**config.mk**
```make
export PLATFORM = sky130hd
export DESIGN_NAME = dma_line_engine
export DESIGN_NICKNAME = d
export VERILOG_FILES = /design/src/rtl/dma_line_engine.sv
export SDC_FILE = /design/constraint.sdc
export NUM_CORES = 1
export LEC_CHECK = 0
export CAP_MARGIN = 20
export CELL_PAD_IN_SITES_DETAIL_PLACEMENT = 1
export CELL_PAD_IN_SITES_GLOBAL_PLACEMENT = 1
export CORE_ASPECT_RATIO = 1.25
export CORE_MARGIN = 10
export CORE_UTILIZATION = 46
export CTS_BUF_LIST = sky130_fd_sc_hd__clkbuf_8
export CTS_CLUSTER_DIAMETER = 200
export DETAILED_ROUTE_END_ITERATION = 10
export PLACE_DENSITY_LB_ADDON = 0.1
export SYNTH_ARGS = -nofsm -noshare
export SYNTH_HDL_FRONTEND = slang
export SYNTH_SLANG_ARGS = --single-unit
export TNS_END_PERCENT = 5
```
**constraint.sdc**
```tcl
create_clock -name clk -period 4.95 [get_ports clk]
set_clock_uncertainty 0.1 [all_clocks]
set_input_delay 0.495 -clock clk [delete_from_list [all_inputs] [get_ports clk]]
set_output_delay 0.495 -clock clk [all_outputs]
set_load 0.03 [all_outputs]
```
**src/rtl/dma_line_engine.sv**
```systemverilog
// rtl/dma_line_engine.sv - multi-line copy DMA engine on the memory-controller port
// Optional feature macro: DMA_LINE_CSUM_EN (cv_value becomes a running sum of written words)
module dma_line_engine #(
  parameter int DATA_W     = 32,
  parameter int ADDR_W     = 64,
  parameter int LINE_WORDS = 16,
  parameter int CNT_W      = 16
) (
  input  logic              clk,
  input  logic              rst_n,
  input  logic              start,
  input  logic [ADDR_W-1:0] src_addr,
  input  logic [ADDR_W-1:0] dst_addr,
  input  logic [CNT_W-1:0]  num_lines,
  output logic              busy,
  output logic              done,
  output logic              error,
  output logic [1:0]        op,
  output logic [ADDR_W-1:0] io_address,
  input  logic              rd_valid,
  input  logic              wr_accept,
  input  logic              tx_done,
  input  logic [DATA_W-1:0] data_in,
  output logic [DATA_W-1:0] data_out,
  output logic [63:0]       cv_value
);

  localparam int PTR_W = $clog2(LINE_WORDS);
  localparam logic [ADDR_W-1:0] LINE_BYTES = ADDR_W'(LINE_WORDS * (DATA_W / 8));
  localparam logic [PTR_W:0] FULL_CNT = (PTR_W + 1)'(LINE_WORDS);

  typedef enum logic [2:0] {S_IDLE, S_READ, S_WRITE, S_NEXT, S_DONE} state_t;

  state_t            state_q, state_d;
  logic [ADDR_W-1:0] src_q, dst_q;
  logic [CNT_W-1:0]  lines_left_q;
  logic [PTR_W-1:0]  rptr_q, wptr_q;
  logic [PTR_W:0]    rcnt_q;
  logic [PTR_W:0]    rcnt_after;
  logic [DATA_W-1:0] line_buf [LINE_WORDS];
  logic              error_q;
  logic              rd_take;
  logic              start_ok;

  // A read word is only stored while the line buffer still has room.
  assign rd_take    = (state_q == S_READ) && rd_valid && (rcnt_q < FULL_CNT);
  assign rcnt_after = rcnt_q + (PTR_W + 1)'(rd_take);
  assign start_ok   = (state_q == S_IDLE) && start;
  assign error      = error_q;

  // State register.
  always_ff @(posedge clk or negedge rst_n) begin
    if (!rst_n) state_q <= S_IDLE;
    else        state_q <= state_d;
  end

  // Next-state and state-decoded outputs; nothing here looks at an input for an output.
  always_comb begin
    state_d    = state_q;
    busy       = 1'b1;
    done       = 1'b0;
    op         = 2'b00;
    io_address = '0;
    data_out   = '0;
    case (state_q)
      S_IDLE: begin
        busy = 1'b0;
        if (start) state_d = (num_lines == '0) ? S_DONE : S_READ;
      end
      S_READ: begin
        op         = 2'b01;
        io_address = src_q;
        if (tx_done) state_d = S_WRITE;
      end
      S_WRITE: begin
        op         = 2'b11;
        io_address = dst_q;
        data_out   = line_buf[wptr_q];
        if (tx_done) state_d = S_NEXT;
      end
      S_NEXT: begin
        state_d = (lines_left_q == CNT_W'(1)) ? S_DONE : S_READ;
      end
      S_DONE: begin
        done    = 1'b1;
        state_d = S_IDLE;
      end
      default: state_d = S_IDLE;
    endcase
  end

  // Command registers, pointers, line counter and the sticky length-error flag.
  always_ff @(posedge clk or negedge rst_n) begin
    if (!rst_n) begin
      src_q        <= '0;
      dst_q        <= '0;
      lines_left_q <= '0;
      rptr_q       <= '0;
      wptr_q       <= '0;
      rcnt_q       <= '0;
      error_q      <= 1'b0;
    end else begin
      case (state_q)
        S_IDLE: begin
          if (start) begin
            src_q        <= src_addr;
            dst_q        <= dst_addr;
            lines_left_q <= num_lines;
            rptr_q       <= '0;
            wptr_q       <= '0;
            rcnt_q       <= '0;
            error_q      <= 1'b0;
          end
        end
        S_READ: begin
          if (rd_take) begin
            rptr_q <= rptr_q + 1'b1;
            rcnt_q <= rcnt_after;
          end
          if (rd_valid && !rd_take) error_q <= 1'b1;
          if (tx_done && (rcnt_after < FULL_CNT)) error_q <= 1'b1;
        end
        S_WRITE: begin
          if (wr_accept) wptr_q <= wptr_q + 1'b1;
        end
        S_NEXT: begin
          src_q        <= src_q + LINE_BYTES;
          dst_q        <= dst_q + LINE_BYTES;
          lines_left_q <= lines_left_q - 1'b1;
          rptr_q       <= '0;
          wptr_q       <= '0;
          rcnt_q       <= '0;
        end
        default: ;
      endcase
    end
  end

  // Line buffer; entries not refilled by a short read keep their previous contents.
  always_ff @(posedge clk or negedge rst_n) begin
    if (!rst_n) begin
      for (int i = 0; i < LINE_WORDS; i++) line_buf[i] <= '0;
    end else if (rd_take) begin
      line_buf[rptr_q] <= data_in;
    end
  end

`ifdef DMA_LINE_CSUM_EN
  logic [63:0] cv_q;

  // Running sum of every word the controller consumes; held after done.
  always_ff @(posedge clk or negedge rst_n) begin
    if (!rst_n)                                cv_q <= '0;
    else if (start_ok)                         cv_q <= '0;
    else if ((state_q == S_WRITE) && wr_accept) cv_q <= cv_q + 64'(line_buf[wptr_q]);
  end

  assign cv_value = cv_q;
`else
  logic unused_start_ok;
  assign unused_start_ok = start_ok;
  assign cv_value        = '1;
`endif

endmodule

```
==> flow_summary.json <==
{
  "final_cell_mix": "669 x dfrtp_1, 512 x mux2_2, 281 x clkdlybuf4s50_1, 211 x nand2_1, 160 x mux4_2",
  "drt-total-wl_um": 106900,
  "crit_top_cell": "mux4_2",
  "pwr-share-comb": 0.351,
  "r2r_cells": 6,
  "finalCritPeriodShare": 0.8768,
  "setup_violations": 0,
  "relSlewSlack": 0.2635,
  "synth-seq-cells": 673,
  "antenna_found_initial": 17,
  "yosysUniqueCellTypes": 73,
  "synth_warnings": 0,
  "final-hold-violation-count": 0,
  "rrSetupSlack_ns": 1.39,
  "intPower_w": 0.01253,
  "gr-total-overflow": 0,
  "maxCapViolCount": 0,
  "fin_crit_ns": 4.340,
  "die-area_sq_um": 83720,
  "final_common_cell": "dfrtp_1",
  "fin_nets": 3056,
  "cp-start-kind": "flip-flop",
  "vdd_drop_max_mv": 0.2975,
  "rsz0062_at_grt": "false",
  "synth-edff-count": 0,
  "swShare": 0.3751,
  "power_switching_w": 0.007520,
  "dp.final_hpwl_um": 71310,
  "crit_end": "data_out[7]",
  "r2r-start": "state_q[0]",
  "synth_cells": 2611,
  "syn_area_sq_um": 33340,
  "die_x_um": 260.8,
  "dr.pass1.iters": 6,
  "power_frac_clock": 0.247,
  "antenna_left": 0,
  "portBuffers": 282,
  "initial_utilization": 0.4632,
  "clkSlewWorstSetupHoldPaths_ns": 0.06,
  "arrival_ns": 3.75,
  "fill_cells": 7205,
  "startpoint": "wptr_q[0]",
  "end_kind": "output port",
  "drive_gt1_frac": 0.3171,
  "grt_max_degree": 135,
  "worst_pin_slew_ns": 1.105,
  "core_sq_um": 71980,
  "r2r-end": "line_buf[226]",
  "fin_tns_setup_ns": 0,
  "numCtsBuffers": 110,
  "crit_path_max_incr_delay_ns": 0.79,
  "post_cts_resized": 0,
  "cts-root-buf": "clkbuf_8",
  "cts_max_level": 3,
  "grt_usage": 0.2547,
  "post_cts_buffers": 0,
  "numClockSinks": 673,
  "cp_slowest_cell": "dfrtp_4",
  "worstSetupPathType": "flip-flop to output port",
  "ios": 347,
  "syn_area_per_cell_sq_um": 12.77,
  "setup_ws_ns": 0.6097,
  "num_vias": 23610,
  "maxUsedRoutingLayer": "met5",
  "grt_pass1_vias": 26000,
  "ys_top_cells_by_area": "dfrtp_1 51%, mux2_2 17%, mux4_2 11%, nand2_1 2.4%, a22o_1 1.8%",
  "synth_top_area_frac": 0.5051,
  "crit_required_ns": 4.36,
  "wl_met3_um": 6105,
  "ctsHoldBuffers": 1,
  "met1_length_um": 43430,
  "p_leak_nw": 17.70,
  "status": "finished, final reports clean",
  "power_frac_seq": 0.402,
  "path_cells": "buf_12 -> mux4_2 -> mux4_2 -> and2_1 -> clkdlybuf4s50_1",
  "drv_slew": 0,
  "drc_errors": 0,
  "tritoncts": "done",
  "area_delta_synth_final_pct": 18.08,
  "dr_wl_met2_um": 53220,
  "viasPerCell": 6.031,
  "place_congestion": 0.8494,
  "synthFlopType": "dfrtp_1",
  "hold_class": "input port to flip-flop",
  "clock_latency_ns": 0.73,
  "first_iter_violations": 1333,
  "dieHeight_um": 321.0,
  "wl_per_cell_um": 27.31,
  "grt_pass1_wl_um": 163600,
  "pwr_density_cell_nw_per_um2": 509.2,
  "fmax_mhz": 230.4,
  "cts_buffer_depth": 3,
  "yosysTopAreaCell": "dfrtp_1",
  "ys_seq_area_frac": 0.5051,
  "rows": 110,
  "async_flop_share": 1.000,
  "place_ws_ns": 1.114,
  "cp_max_fo": 28
}
state kept, by name, indices dropped and copies added (netlist names):
| name | count |
|---|---|
| src_q | 64 |
| state_q | 3 |
| dst_q | 64 |
| line_buf | 512 |
| rptr_q | 4 |
| lines_left_q | 16 |
| rcnt_q | 5 |
| wptr_q | 4 |
| error | 1 |
power groups by stage:
stage / Combinational (W) / Sequential [W] / Clock, W
final: 0.00704 / 0.00806 / 0.00494
after global routing: 0.00758 / 0.00823 / 0.00534
after CTS: 0.00710 / 0.00804 / 0.00507
after detailed placement: 0.00707 / 0.00813 / 0
after global placement: 0.00689 / 0.00802 / 0
after floorplan: 0.00482 / 0.00749 / 0
cells by family (layout without fill, tap and decap cells):
group                    after synthesis  count (layout)  synth area share
multiplexers                         681             681            0.2837
AND/OR/NAND/NOR                      633             633           0.09343
AO/OA/AOI/OAI                        311             311           0.06994
flip-flops                           673             673            0.5051
other                                  1              75         0.0001125
adder cells (fa/ha/maj)               11              11          0.004128
buffers and inverters                287             565           0.03996
XOR/XNOR                              14              14          0.003677
metal layers:
metal,vias to the layer above,GRT usage
met2,693,0.4289
met5,-,0
met1,12480,0.3156
met4,10,0.1097
met3,221,0.04779
li1,10210,-
cells in the mapped netlist (all sizes together) (8+ instances only):
cell type and instances:
ha 11, o22ai 13, and2 35, nand3 89
mux2 512, a21oi 39, dfrtp 673, or3 19
mux2i 9, o211ai 42, nor4 31, a211oi 15
nand4 43, o21ai 36, nand2 211, and3 26
o311ai 26, nor3 46, buf 120, a21o 8
clkbuf 148, or4 8, mux4 160, inv 19
nor2 94, a22o 70, a221o 11
worst max-delay path, delay by kind of cell (launching register included):
family                 cells  cell delay [ns]
multiplexers               2             1.02
buffers and inverters      2             0.97
flip-flops                 1             0.79
AND/OR/NAND/NOR            1             0.21
final cells by class:
class,instances,area [sq um],area share
Antenna cell,11,27.53,0.0006991
Clock buffer,142,1954,0.04964
Clock inverter,59,302.8,0.007690
Inverter,19,71.32,0.001811
Multi-Input combinational cell,1714,15500,0.3936
Sequential cell,673,16850,0.4280
Tap cell,952,1191,0.03025
Timing Repair Buffer,345,3478,0.08834
worst min-delay path by stage:
stage | cells after the start | from | to
global route | 3 | dst_addr[3] | dst_q[3]
floorplan | 0 | rst_n | dst_q[0]
global placement | 2 | dst_q[4] | dst_q[4]
finish | 3 | dst_addr[3] | dst_q[3]
CTS | 3 | dst_addr[3] | dst_q[3]
detailed placement | 2 | dst_q[2] | dst_q[2]
per-stage QoR:
stage | hold slack [ns] | instances | cell area (sq um) | util | power [W]
2_1_floorplan | 0.09941 | 2674 | 33580 | - | 0.01231
3_3_place_gp | 0.3590 | 3702 | 37080 | 0.5151 | 0.01491
3_5_place_dp | 0.3664 | 3702 | 37080 | 0.5151 | 0.01520
4_1_cts | 0.1540 | 3904 | 39350 | 0.5466 | 0.02021
5_1_grt | 0.2064 | 3912 | 39370 | 0.5469 | 0.02116
6_report | 0.2108 | 3915 | 39370 | 0.5470 | 0.02005
(Power assumes the default switching activity.)
